[config.mk]
export PLATFORM = sky130hd
export DESIGN_NAME = reg_write_queue
export DESIGN_NICKNAME = d
export VERILOG_FILES = /design/src/rtl/reg_write_queue.sv
export SDC_FILE = /design/constraint.sdc
export NUM_CORES = 1
export LEC_CHECK = 0
export CAP_MARGIN = 30
export CORE_ASPECT_RATIO = 1.75
export CORE_MARGIN = 2
export CORE_UTILIZATION = 45
export CTS_BUF_LIST = sky130_fd_sc_hd__clkbuf_4
export DETAILED_ROUTE_END_ITERATION = 10
export DONT_BUFFER_PORTS = 1
export GPL_ROUTABILITY_DRIVEN = 0
export GPL_TIMING_DRIVEN = 0
export PLACE_DENSITY = 0.66
export RECOVER_POWER = 25
export SLEW_MARGIN = 5
export SYNTH_ARGS = -nofsm -noshare
export SYNTH_HDL_FRONTEND = slang
export SYNTH_SLANG_ARGS = --single-unit
[constraint.sdc]
create_clock -name clk -period 2.62 [get_ports clk]
set_clock_uncertainty 0.05 [all_clocks]
set_input_delay 0.131 -clock clk [delete_from_list [all_inputs] [get_ports clk]]
set_output_delay 0.131 -clock clk [all_outputs]
set_load 0.005 [all_outputs]
[src/rtl/reg_write_queue.sv]
// Write-request FIFO feeding a register bank: one-hot enable plus broadcast data per drained entry.
// Optional occupancy output `level` when WRQ_LEVEL_EN is defined.
module reg_write_queue #(
    parameter int W     = 8,
    parameter int N     = 16,
    parameter int AW    = 4,
    parameter int DEPTH = 4
) (
    input  logic          clk,
    input  logic          rst,
    input  logic          in_valid,
    output logic          in_ready,
    input  logic [AW-1:0] in_addr,
    input  logic [W-1:0]  in_data,
    input  logic          hold,
    output logic [N-1:0]  en_out,
    output logic [W-1:0]  d_out,
    output logic          addr_err
`ifdef WRQ_LEVEL_EN
    ,
    output logic [$clog2(DEPTH):0] level
`endif
);

    localparam int PW = $clog2(DEPTH);
    localparam logic [AW:0] N_EXT = (AW+1)'(N);

    logic [AW-1:0] addr_mem_q [DEPTH];
    logic [W-1:0]  data_mem_q [DEPTH];

    logic [PW:0]   wr_ptr_q, wr_ptr_d;
    logic [PW:0]   rd_ptr_q, rd_ptr_d;
    logic [N-1:0]  en_out_q, en_out_d;
    logic [W-1:0]  d_out_q, d_out_d;
    logic          addr_err_q, addr_err_d;

    logic          full, empty, push, pop;
    logic [AW-1:0] head_addr;
    logic [W-1:0]  head_data;

    // Extra MSB on each pointer separates full (MSBs differ) from empty (equal).
    assign full  = (wr_ptr_q[PW] != rd_ptr_q[PW]) &&
                   (wr_ptr_q[PW-1:0] == rd_ptr_q[PW-1:0]);
    assign empty = (wr_ptr_q == rd_ptr_q);

    assign in_ready  = !full;
    assign push      = in_valid && !full;
    assign pop       = !empty && !hold;
    assign head_addr = addr_mem_q[rd_ptr_q[PW-1:0]];
    assign head_data = data_mem_q[rd_ptr_q[PW-1:0]];

    always_comb begin
        wr_ptr_d   = wr_ptr_q;
        rd_ptr_d   = rd_ptr_q;
        en_out_d   = '0;
        d_out_d    = d_out_q;
        addr_err_d = addr_err_q;

        if (push) begin
            wr_ptr_d = wr_ptr_q + 1'b1;
        end

        if (pop) begin
            rd_ptr_d = rd_ptr_q + 1'b1;
            d_out_d  = head_data;
            // Out-of-range addresses match no bit, leaving the enable vector zero.
            for (int unsigned i = 0; i < N; i++) begin
                if ({1'b0, head_addr} == (AW+1)'(i)) begin
                    en_out_d[i] = 1'b1;
                end
            end
            if ({1'b0, head_addr} >= N_EXT) begin
                addr_err_d = 1'b1;
            end
        end
    end

    always_ff @(posedge clk or negedge rst) begin
        if (!rst) begin
            wr_ptr_q   <= '0;
            rd_ptr_q   <= '0;
            en_out_q   <= '0;
            d_out_q    <= '0;
            addr_err_q <= 1'b0;
        end else begin
            wr_ptr_q   <= wr_ptr_d;
            rd_ptr_q   <= rd_ptr_d;
            en_out_q   <= en_out_d;
            d_out_q    <= d_out_d;
            addr_err_q <= addr_err_d;
        end
    end

    // Storage needs no reset: pointer reset alone discards queued entries.
    always_ff @(posedge clk) begin
        if (push) begin
            addr_mem_q[wr_ptr_q[PW-1:0]] <= in_addr;
            data_mem_q[wr_ptr_q[PW-1:0]] <= in_data;
        end
    end

    assign en_out   = en_out_q;
    assign d_out    = d_out_q;
    assign addr_err = addr_err_q;

`ifdef WRQ_LEVEL_EN
    assign level = wr_ptr_q - rd_ptr_q;
`endif

endmodule

* Yosys cells after proc, flatten, opt, wreduce, memory -nomap -nowiden *
Memory sizes are Yosys's and may differ from the RTL's. A register that Yosys moved wholly into a read port is not among the register bits.
Index checks and enable logic that the tools add are counted.

operators by class
  add/subtract/negate cells = 2
  mux-type cells = 19
  reduce and logical (&&, ||, !) cells = 8
  equal/unequal tests = 18

operator list
  kind                                                 number
  equality test 4 bit, second input constant           8
  2-to-1 mux 1 bit                                     18
  equality test 4 x 3 -> 1 bit, second input constant  4
  2-to-1 mux 16 bit                                    1
  equality test 4 x 2 -> 1 bit, second input constant  2
  adder 3 x 1 -> 3 bit, second input constant          2
  equality test 4 x 1 -> 1 bit, second input constant  1
  logical NOT 1 bit                                    4
  logical NOT 4 bit                                    1
  equality test 3 bit                                  1
  logical AND 1 bit                                    3
  equality test 2 bit                                  1
  != test 1 bit                                        1

storage, ports and cells
  output and inout bits = 26
  input bits = 16
  memories = 2
  flip-flop bits (word level) = 22
  memory bits (writable) = 48

memories
  memory      words  width  rd ports  clocked after memory_dff  wr ports  RTL line  RTL
  data_mem_q  4      8      1         1                         1         29        logic [W-1:0] data_mem_q [DEPTH];
  addr_mem_q  4      4      1         0                         1         28        logic [AW-1:0] addr_mem_q [DEPTH];

* Longest topological paths before layout *
  word-level depth = 6
  gate-level depth with buffers = 5

* Least setup slack after synthesis *
Ideal clock, no wire load.

  path type = register -> register
  start point = register rd_ptr_q[1]
  end point = memory addr_mem_q[3][0] (enable)
  arrival = 1539 ps
  required time = 2178 ps
  clock period less this slack = 1981 ps
  cell stages (with the launch flop) = 4
  slack = 639 ps
  path buffers = 1
  setup time = 392 ps
  cell sequence = dfrtp_1 > buf_2 > xnor2_2 > a31oi_1

between the ends
  cells in the longest elaborated chain, start to end = 6

RTL lines
  what                                    RTL line  RTL
  start, declared                         32        logic [PW:0] rd_ptr_q, rd_ptr_d;
  start signal, assigned                  87        rd_ptr_q <= rd_ptr_d;
  equality test 2 bit                     43        (wr_ptr_q[PW-1:0] == rd_ptr_q[PW-1:0]);
  logical AND 1 bit                       42        assign full = (wr_ptr_q[PW] != rd_ptr_q[PW]) &&
  logical NOT 1 bit                       47        assign push = in_valid && !full;
  logical AND 1 bit                       47
  2-to-1 mux 1 bit                        96        if (push) begin
  2-to-1 mux 1 bit (not written as such)  97        addr_mem_q[wr_ptr_q[PW-1:0]] <= in_addr;
  end, declared                           28

No other way between the ends.

* Final worst setup path *
  start point = register rd_ptr_q[2]
  end point = memory data_mem_q[1][2] (enable)

between the ends
  cells in the longest elaborated chain, start to end = 6

RTL lines
  what                                    RTL line  RTL
  != test 1 bit                           42
  logical AND 1 bit                       42
  logical NOT 1 bit                       47
  logical AND 1 bit                       47
  2-to-1 mux 1 bit                        96
  2-to-1 mux 1 bit (not written as such)  98        data_mem_q[wr_ptr_q[PW-1:0]] <= in_data;
  end, declared                           29

No other way between the ends.

==> flow_summary.yaml <==
outcome:
  outcome: "finished with violations"
  violations: "max-capacitance violations, max-slew violations"
critical_path:
  crit_start: "rd_ptr_q[2]"
  crit_buf_inv: 0
  critPathLaunchType: "flop"
  max_stage_delay_ns: 0.59
  cp-end-kind: "flop"
  r2r_end: "data_mem_q[1][2]"
  r2r-start: "rd_ptr_q[2]"
  critPathSlowestCell: "and2_1"
  critical_path.endpoint: "data_mem_q[1][2]"
  r2r_slack_ns: 0.39
  cp.depth: 3
  crit_type: "reg -> reg"
  critPathRequiredTime_ns: 2.63
  cp_max_fo: 12
  cp_top_family: "simple AND/OR/NAND/NOR gates"
  crit_arrival_ns: 2.25
  cp_cell_sequence: "xnor2_1, o31a_1, and2_1"
  r2r_cells: 3
logic_synthesis:
  synth_seq_cells: 78
  synth_area_per_cell_um2: 19.2
  yosysWarnings: 0
  async_flop_share: 0.385
  syn_inst: 159
  syn-num-nets: 180
  synth_edf_count: 48
  synth_seq_area_share: 0.717
  syn_area_um2: 3060
  ys.flop_type: "edfxtp_1"
  netlist-cell-type-count: 29
clock_tree:
  cts.path.max_buffers: 2
  post_cts_resized: 0
  cts_sinks: 78
  cts_tree: "done"
  clk_pin_slew_worst_paths_ns: 0.12
  holdBufCountCts: 16
  clock_latency_ns: 0.43
  htreeDepth: 3
  numCtsBuffers: 9
  cts_setup_buffers: 0
  cts_root_buf: "clkbuf_4"
cells_and_area:
  fin_nets: 208
  finalNonFillerCells: 274
  diodes: 0
  layout-drive-gt1-share: 0.297
  syn2layout_area_growth_pct: 13.4
  nFillCells: 545
  fin_area_um2: 3470
  final-seq-area_um2: 2190
  multiInputGateArea_um2: 805
hold_path:
  whs_path_depth: 1
  hold_start: "in_data[1]"
  hp-class: "in -> reg"
route:
  wl_per_cell_um: 18.8
  vias: 1475
  drt-total-wl_um: 5150
  vias_per_cell: 5.38
  drc_errors: 0
  firstDrtPassIters: 4
  drt_iter0_markers: 43
  ant_nets: 0
die:
  num_io_pins: 42
  die_area_um2: 7500
  chipWidth_um: 66.3
  dieHeight_um: 113
  start_util: 0.468
  rows: 39
  fp.coreArea_um2: 6540
global_routing:
  antenna_found_initial: 0
  globalRouteOverflowTotal: 0
  grt_pass1_vias: 1618
  track_usage: 0.161
  grt_max_degree: 31
  grt_pass1_wl_um: 8380
sta:
  worst_slew_pin_slew_ns: 1.64
  finalSetupViolCount: 0
  finalWorstSetupSlack_ns: 0.387
  hold_violations: 0
  rsz0062_at_grt: "no"
  slew_headroom: -0.0964
  setup_tns_ns: 0
  hold_ws_ns: 0.350
  fin_crit_sh: 0.852
  fmax_mhz: 448
  slew_viol_final: 31
  period_minus_slack_ns: 2.23
placed_design:
  post-place-ws_ns: 0.374
  port-buffer-count: 0
  post_dp_cell_area_um2: 3180
  dp_cells: 242
  hpwlAfterDp_um: 3460
job:
  cap_violations: 1
pwr:
  p_per_area_nw_per_um2: 1130
  peakVddDrop_mv: 0.775
  power.leakage_nw: 1.27
registers in the layout, indices dropped and copies added (netlist names):
signal and cells:
data_mem_q 32, rd_ptr_q 3, wr_ptr_q 3, addr_mem_q 16, en_out 16, d_out 8
worst min-delay path by stage:
stage,slack (ns),endpoint
3_3_place_gp,-0.21,wr_ptr_q[0]
5_1_grt,0.32,data_mem_q[3][5]
4_1_cts,0.06,wr_ptr_q[0]
6_report,0.35,data_mem_q[1][1]
2_1_floorplan,-0.21,d_out[0]
3_5_place_dp,-0.21,wr_ptr_q[0]
power by group:
| part | leakage (nW) | switching [mW] | internal [mW] | total, mW |
|---|---|---|---|---|
| Sequential | 0.825 | 0.170 | 1.66 | 1.83 |
| Combinational | 0.373 | 0.786 | 0.605 | 1.39 |
| Clock | 0.0724 | 0.400 | 0.299 | 0.700 |
| Total | 1.27 | 1.36 | 2.56 | 3.92 |
worst reg2reg max path: stages, from the launching register on:
cell and delay (ns):
dfrtp_1 0.45, xnor2_1 0.46, o31a_1 0.31, and2_1 0.59
cell usage in the layout, fill, tap and decap left out, types with 2 or more instances in the layout:
cell type	instances
xnor2_1	3
xor2_1	6
nand2_1	2
clkinv_1	2
buf_6	4
mux2_2	10
edfxtp_1	48
dfrtp_1	30
dlygate4sd3_1	15
inv_1	3
clkbuf_4	10
buf_2	3
nand2b_1	2
and2_1	3
nor3_2	6
ha_1	5
mux4_2	12
nor3_1	9
routing by layer:
layer,vias to the layer above,global-route usage,part of all wire
met2,44,0.283,0.58
met3,7,0.0686,0.059
met5,-,0,0
li1,661,-,-
met4,0,0.0612,0.017
met1,763,0.164,0.34
cell usage after synthesis, types with 2 or more instances:
| cell type | count | area [um2] |
|---|---|---|
| inv_1 | 3 | 11.3 |
| buf_6 | 3 | 33.8 |
| buf_2 | 3 | 15.0 |
| nand2_1 | 2 | 7.51 |
| xor2_1 | 6 | 52.6 |
| xnor2_1 | 3 | 26.3 |
| dfrtp_1 | 30 | 751 |
| edfxtp_1 | 48 | 1440 |
| and2_1 | 3 | 18.8 |
| ha_1 | 5 | 62.6 |
| mux4_2 | 12 | 270 |
| nand2b_1 | 2 | 12.5 |
| nor3_2 | 6 | 60.1 |
| mux2_2 | 10 | 113 |
| nor3_1 | 9 | 45.0 |
logic make-up (layout without fill, tap and decap cells):
group,Yosys count,after routing,share of synthesized area
xor+xnor,10,10,0.0311
other cells,1,1,0.00123
fa+ha+maj,5,5,0.0205
flops,78,78,0.717
compound gates,6,6,0.0217
buf+inv,10,43,0.0221
simple gates,27,27,0.0614
mux,22,22,0.125
cell type report:
class                      count  share of cell area
sequential                    78               0.632
timing repair buffer          17              0.0476
clock buffer                  10              0.0217
buffer                         7              0.0162
multi-input combinational     71               0.232
inverter                       3             0.00325
tap                           82              0.0296
clock inverter                 6              0.0173
per-stage QoR:
step / util / total power [mW]
after floorplan: - / 2.90
after global placement: 0.483 / 3.14
after detailed placement: 0.486 / 3.24
after CTS: 0.533 / 3.98
after global routing: 0.530 / 4.17
final: 0.530 / 3.92
Power figures use the tool's default switching activity.
